<file path="config.mk">
export PLATFORM = sky130hd
export DESIGN_NAME = oam_dma_ctrl_flat
export DESIGN_NICKNAME = d
export VERILOG_FILES = /design/src/rtl/oam_dma_ctrl_if.sv /design/src/rtl/oam_dma_ctrl.sv /design/src/flat_wrapper.sv
export SDC_FILE = /design/constraint.sdc
export NUM_CORES = 1
export LEC_CHECK = 0
export BUFFER_PORTS_ARGS = -buffer_cell sky130_fd_sc_hd__buf_4
export CAP_MARGIN = 0
export CORE_MARGIN = 2
export CORE_UTILIZATION = 40
export DETAILED_ROUTE_END_ITERATION = 8
export MAX_ROUTING_LAYER = met4
export PLACE_DENSITY = 0.77
export SYNTH_ARGS = -nofsm -noshare
export SYNTH_HDL_FRONTEND = slang
export SYNTH_SLANG_ARGS = --single-unit
export TNS_END_PERCENT = 50
</file>
<file path="constraint.sdc">
create_clock -name clk -period 4.05 [get_ports clk]
set_clock_uncertainty 0.2 [all_clocks]
set_input_delay 0.6075 -clock clk [delete_from_list [all_inputs] [get_ports clk]]
set_output_delay 0.6075 -clock clk [all_outputs]
set_load 0.05 [all_outputs]
</file>
<file path="src/rtl/oam_dma_ctrl_if.sv">
// CPU and shared-memory bus bundle for the OAM DMA controller.
// master: the DMA controller view (drives memory bus and CPU return path).
// slave:  the environment view (CPU master and shared memory).
interface oam_dma_ctrl_if #(
  parameter int unsigned REG_WIDTH  = 8,
  parameter int unsigned ADDR_WIDTH = 16
);
  logic [ADDR_WIDTH-1:0] cpu_addr;
  logic [REG_WIDTH-1:0]  cpu_wdata;
  logic                  cpu_we;
  logic [REG_WIDTH-1:0]  cpu_rdata;
  logic                  cpu_rdy;
  logic [ADDR_WIDTH-1:0] mem_addr;
  logic [REG_WIDTH-1:0]  mem_wdata;
  logic                  mem_we;
  logic [REG_WIDTH-1:0]  mem_rdata;

  modport master (
    input  cpu_addr, cpu_wdata, cpu_we, mem_rdata,
    output cpu_rdata, cpu_rdy, mem_addr, mem_wdata, mem_we
  );

  modport slave (
    output cpu_addr, cpu_wdata, cpu_we, mem_rdata,
    input  cpu_rdata, cpu_rdy, mem_addr, mem_wdata, mem_we
  );
endinterface

</file>
<file path="src/rtl/oam_dma_ctrl.sv">
// OAM DMA controller: a CPU write to DMA_REG_ADDR copies one 256-byte page
// to the OAM data port, stalling the CPU for the whole transfer.
// Optional macro OAM_DMA_ALIGN_EN adds an ALIGN state that waits for the
// read/write cycle parity before the copy starts.
module oam_dma_ctrl #(
  parameter int unsigned           REG_WIDTH     = 8,
  parameter int unsigned           ADDR_WIDTH    = 16,
  parameter logic [ADDR_WIDTH-1:0] DMA_REG_ADDR  = 16'h4014,
  parameter logic [ADDR_WIDTH-1:0] OAM_DATA_ADDR = 16'h2004,
  parameter int unsigned           DMA_LEN       = 256
) (
  input  logic                 clk,
  input  logic                 reset,
  oam_dma_ctrl_if.master       bus,
  output logic                 dma_busy,
  output logic                 dma_done
);

`ifdef OAM_DMA_ALIGN_EN
  typedef enum logic [1:0] {StIdle, StAlign, StRead, StWrite} state_e;
`else
  typedef enum logic [1:0] {StIdle, StRead, StWrite} state_e;
`endif

  state_e               state_q, state_d;
  logic [7:0]           cnt_q, cnt_d;
  logic [7:0]           page_q, page_d;
  logic [REG_WIDTH-1:0] data_q, data_d;
  logic                 done_q, done_d;

`ifdef OAM_DMA_ALIGN_EN
  logic parity_q;
  // Set when the trigger landed on an odd cycle: ALIGN needs one extra cycle.
  logic align_q, align_d;

  // Free-running cycle parity and ALIGN extra-cycle flag.
  always_ff @(posedge clk) begin
    if (reset) begin
      parity_q <= 1'b0;
      align_q  <= 1'b0;
    end else begin
      parity_q <= ~parity_q;
      align_q  <= align_d;
    end
  end
`endif

  // Transfer state, counters and data latch.
  always_ff @(posedge clk) begin
    if (reset) begin
      state_q <= StIdle;
      cnt_q   <= '0;
      page_q  <= '0;
      data_q  <= '0;
      done_q  <= 1'b0;
    end else begin
      state_q <= state_d;
      cnt_q   <= cnt_d;
      page_q  <= page_d;
      data_q  <= data_d;
      done_q  <= done_d;
    end
  end

  // Next-state and bus muxing; reset cycles look like IDLE pass-through.
  always_comb begin
    state_d = state_q;
    cnt_d   = cnt_q;
    page_d  = page_q;
    data_d  = data_q;
    done_d  = 1'b0;
`ifdef OAM_DMA_ALIGN_EN
    align_d = align_q;
`endif
    bus.mem_addr  = bus.cpu_addr;
    bus.mem_wdata = bus.cpu_wdata;
    bus.mem_we    = bus.cpu_we;
    bus.cpu_rdata = bus.mem_rdata;
    bus.cpu_rdy   = 1'b1;
    dma_busy      = 1'b0;

    if (!reset) begin
      if (state_q != StIdle) begin
        bus.mem_addr  = '0;
        bus.mem_wdata = '0;
        bus.mem_we    = 1'b0;
        bus.cpu_rdata = '0;
        bus.cpu_rdy   = 1'b0;
        dma_busy      = 1'b1;
      end

      unique case (state_q)
        StIdle: begin
          if (bus.cpu_we && (bus.cpu_addr == DMA_REG_ADDR)) begin
            page_d = bus.cpu_wdata[7:0];
            cnt_d  = '0;
`ifdef OAM_DMA_ALIGN_EN
            align_d = parity_q;
            state_d = StAlign;
`else
            state_d = StRead;
`endif
          end
        end
`ifdef OAM_DMA_ALIGN_EN
        StAlign: begin
          if (align_q) begin
            align_d = 1'b0;
          end else begin
            state_d = StRead;
          end
        end
`endif
        StRead: begin
          bus.mem_addr = ADDR_WIDTH'({page_q, cnt_q});
          data_d       = bus.mem_rdata;
          state_d      = StWrite;
        end
        StWrite: begin
          bus.mem_addr  = OAM_DATA_ADDR;
          bus.mem_wdata = data_q;
          bus.mem_we    = 1'b1;
          // 8-bit wrap: the last byte of the page ends the transfer, no page carry.
          cnt_d         = cnt_q + 8'd1;
          if (cnt_q == 8'(DMA_LEN - 1)) begin
            state_d = StIdle;
            done_d  = 1'b1;
          end else begin
            state_d = StRead;
          end
        end
        default: state_d = StIdle;
      endcase
    end
  end

  assign dma_done = done_q;

endmodule
</file>
<file path="src/flat_wrapper.sv">
// flat-port wrapper written by rule: the top's interface ports become plain ports
module oam_dma_ctrl_flat 
#(
  parameter int unsigned           REG_WIDTH     = 8,
  parameter int unsigned           ADDR_WIDTH    = 16,
  parameter logic [ADDR_WIDTH-1:0] DMA_REG_ADDR  = 16'h4014,
  parameter logic [ADDR_WIDTH-1:0] OAM_DATA_ADDR = 16'h2004,
  parameter int unsigned           DMA_LEN       = 256
)
  (clk, reset, dma_busy, dma_done, bus_cpu_addr, bus_cpu_wdata, bus_cpu_we, bus_mem_rdata, bus_cpu_rdata, bus_cpu_rdy, bus_mem_addr, bus_mem_wdata, bus_mem_we);
  oam_dma_ctrl_if #(.REG_WIDTH(REG_WIDTH), .ADDR_WIDTH(ADDR_WIDTH)) bus_i ();
  input  logic clk;
  input  logic reset;
  output logic dma_busy;
  output logic dma_done;
  input wire logic [$bits(bus_i.cpu_addr)-1:0] bus_cpu_addr;
  input wire logic [$bits(bus_i.cpu_wdata)-1:0] bus_cpu_wdata;
  input wire logic [$bits(bus_i.cpu_we)-1:0] bus_cpu_we;
  input wire logic [$bits(bus_i.mem_rdata)-1:0] bus_mem_rdata;
  output wire logic [$bits(bus_i.cpu_rdata)-1:0] bus_cpu_rdata;
  output wire logic [$bits(bus_i.cpu_rdy)-1:0] bus_cpu_rdy;
  output wire logic [$bits(bus_i.mem_addr)-1:0] bus_mem_addr;
  output wire logic [$bits(bus_i.mem_wdata)-1:0] bus_mem_wdata;
  output wire logic [$bits(bus_i.mem_we)-1:0] bus_mem_we;
  assign bus_i.cpu_addr = bus_cpu_addr;
  assign bus_i.cpu_wdata = bus_cpu_wdata;
  assign bus_i.cpu_we = bus_cpu_we;
  assign bus_i.mem_rdata = bus_mem_rdata;
  assign bus_cpu_rdata = bus_i.cpu_rdata;
  assign bus_cpu_rdy = bus_i.cpu_rdy;
  assign bus_mem_addr = bus_i.mem_addr;
  assign bus_mem_wdata = bus_i.mem_wdata;
  assign bus_mem_we = bus_i.mem_we;
  oam_dma_ctrl #(.REG_WIDTH(REG_WIDTH), .ADDR_WIDTH(ADDR_WIDTH), .DMA_REG_ADDR(DMA_REG_ADDR), .OAM_DATA_ADDR(OAM_DATA_ADDR), .DMA_LEN(DMA_LEN)) u_core (.clk(clk), .reset(reset), .bus(bus_i), .dma_busy(dma_busy), .dma_done(dma_done));
endmodule
</file>
==> flow_summary.toml <==
[drt]
routed_via_density = 5.46
drt-initial-drc-count = 82
ant_nets = 0
wl_per_cell_um = 14.7
wl_um = 4550
dr.pass1.iters = 5
vias = 1692
drt_drc_violations_left = 0

[global_routing]
gr-total-overflow = 0
antenna_found_initial = 0
grt_start_max_net_pins = 28
grt_pass1_vias = 1520
track_usage_pct = 20.2
grt_pass1_wl_um = 7030

[clock_tree]
numCtsBuffers = 3
cts_root_buffer = "clkbuf_8"
cts_resized = 0
cts.sinks = 27
path_clk_slew_ps = 90
cts_tree = "yes"
cts_setup_buffers = 0
clk_latency_ps = 270
clockBufferDepth = 2
hold_buffers = 0
htreeDepth = 1

[sta]
rsz0062_at_grt = "false"
min_period_ps = 3200
hold_viol = 0
max_freq_mhz = 312
final_max_slew_viol_count = 0
fin_tns_setup_ps = 0
setup_violations = 0
worst_slew_pin_slew_ps = 788
slew_headroom_pct = 47.2
worst_slack_ps = 847
min_period_over_period_pct = 79.1

[layout]
nets = 302
antenna_cells = 0
drive_gt1_share_pct = 31.5
layout_commonest_cell = "buf_4"
syn_to_final_growth_pct = 35.5
final_cell_mix = "buf_4, dfxtp_1, nand2_1"

[logic_synthesis]
synth_largest_area_cell = "dfxtp_1"
syn_area_per_cell_um2 = 8.24
syn_inst = 199
synth_top_area_share_pct = 33.0
synthArstFlopShare_pct = 0
netlist_top_cells_area = "dfxtp_1, a22o_1, mux2i_1, nand2_1, ha_1"
synth_cell_type_count = 36
syn-num-nets = 240
synth_top_flop_cell = "dfxtp_1"
synth_area_mm2 = 0.00164
yosys_warnings = 0
synth-edff-count = 0
ys_seq_area_share_pct = 33.0
synth_seq_cells = 27

[die]
dieArea_mm2 = 0.00463
num_rows = 23
initial_core_util_pct = 41.3
ios = 71
core_area_mm2 = 0.00397
die_h_um = 68.0
die_w_um = 68.0

[run]
maxCapViolations = 0

[setup_path]
max_stage_delay_ps = 650
path_cells = "inv_1, ha_1, nor2_1, inv_1, a21o_1, buf_4"
ff2ff_setup_slack_ps = 1660
end_kind = "output port"
crit_type = "flip-flop to output port"
crit_arrival_ps = 2400
r2r_cells = 6
timing.rr.start = "u_core.state_q[0]$_SDFFE_PP0P_"
critPathSlowestCell = "nor2_1"
startpoint_type = "flip-flop"
r2r-end = "u_core.page_q[5]$_SDFFE_PP0P_"
cp.required_ps = 3240
cpMostUsedCell = "inv_1"
path_max_fanout = 19

[min_path]
min_path_cells = 2
hold_start = "u_core.page_q[7]$_SDFFE_PP0P_"
min_path_type = "flip-flop to flip-flop"
hold_end = "u_core.page_q[7]$_SDFFE_PP0P_"

[status]
status = "finished clean"

[power]
leakage_nw = 0.935
p_per_area_mw_per_mm2 = 253
finalPower_uw = 563
ir_drop_mv = 0.141

[placement]
globalplace.congestion = 0.850
place_ws_ps = 1150
dp_hpwl_um = 3430
io_buffers = 70
[report_power, final]
group	leakage, nW	switching (mW)	internal, mW
combinational	0.692	0.0895	0.0550
clock	0.0255	0.0839	0.0689
sequential	0.217	0.000000868	0.265
total	0.935	0.173	0.389
[worst max-delay path: cells and delay by family (launching register included)]
kind / cells / cell delay, ps
buf+inv: 3 / 420
flops: 1 / 400
compound gates: 1 / 210
fa+ha+maj: 1 / 440
simple gates: 1 / 650
[worst max-delay path by stage]
stage,from,cells past startpoint,slack [ps],end
floorplan,u_core.state_q[0]$_SDFFE_PP0P_,6,510,bus_mem_we
CTS,u_core.state_q[0]$_SDFFE_PP0P_,6,830,bus_mem_we
global placement,u_core.state_q[0]$_SDFFE_PP0P_,6,1230,bus_mem_we
global route,u_core.state_q[0]$_SDFFE_PP0P_,6,630,bus_mem_we
finish,u_core.state_q[0]$_SDFFE_PP0P_,6,850,bus_mem_we
detailed placement,u_core.state_q[0]$_SDFFE_PP0P_,6,1150,bus_mem_we
[registers in the layout, indices dropped and copies added (netlist names)]
signal,cells
u_core.cnt_q,8
u_core.state_q,2
u_core.page_q,8
u_core.data_q,8
u_core.dma_done,1
[Yosys cell counts, drive strengths merged (5+ instances only)]
cell / number
inv: 10
o32ai: 5
a21oi: 13
clkbuf: 8
dfxtp: 27
nand2: 24
buf: 6
mux2i: 9
ha: 6
nor2: 14
nand3: 10
a22o: 22
nor2b: 9
[through the flow]
stage	area (µm²)	hold WS, ps	util, %	std cells
floorplan	1640	232	-	199
global placement	2180	241	54.8	306
detailed placement	2180	245	54.8	306
CTS	2220	257	56.0	310
global route	2220	277	56.0	310
finish	2220	257	56.0	310
[layer usage]
| layer | track usage (%) | part of all wire, % | vias to the layer above |
|---|---|---|---|
| met5 | - | 0 | - |
| met4 | 4.00 | 0.64 | 0 |
| met3 | 2.96 | 8.0 | 4 |
| met2 | 32.8 | 47 | 76 |
| met1 | 26.9 | 44 | 768 |
| li1 | - | - | 844 |
[cell type report]
class	instances	area, µm²
tap	50	62.6
multi-input combinational	148	1000
inverter	10	37.5
clock inverter	1	5.00
fill	374	1750
clock buffer	3	41.3
sequential	27	541
timing repair buffer	71	533
[kinds of logic (layout without fill, tap and decap cells)]
logic type               count (synthesis)  in the layout  synth area share, %
AND/OR/NAND/NOR                         77             77                 25.4
flip-flops                              27             27                 33.0
multiplexers                             9              9                 5.49
buffers and inverters                   24             85                 5.87
AO/OA/AOI/OAI                           56             56                 25.7
adder cells (fa/ha/maj)                  6              6                 4.58
(Power assumes the default switching activity.)
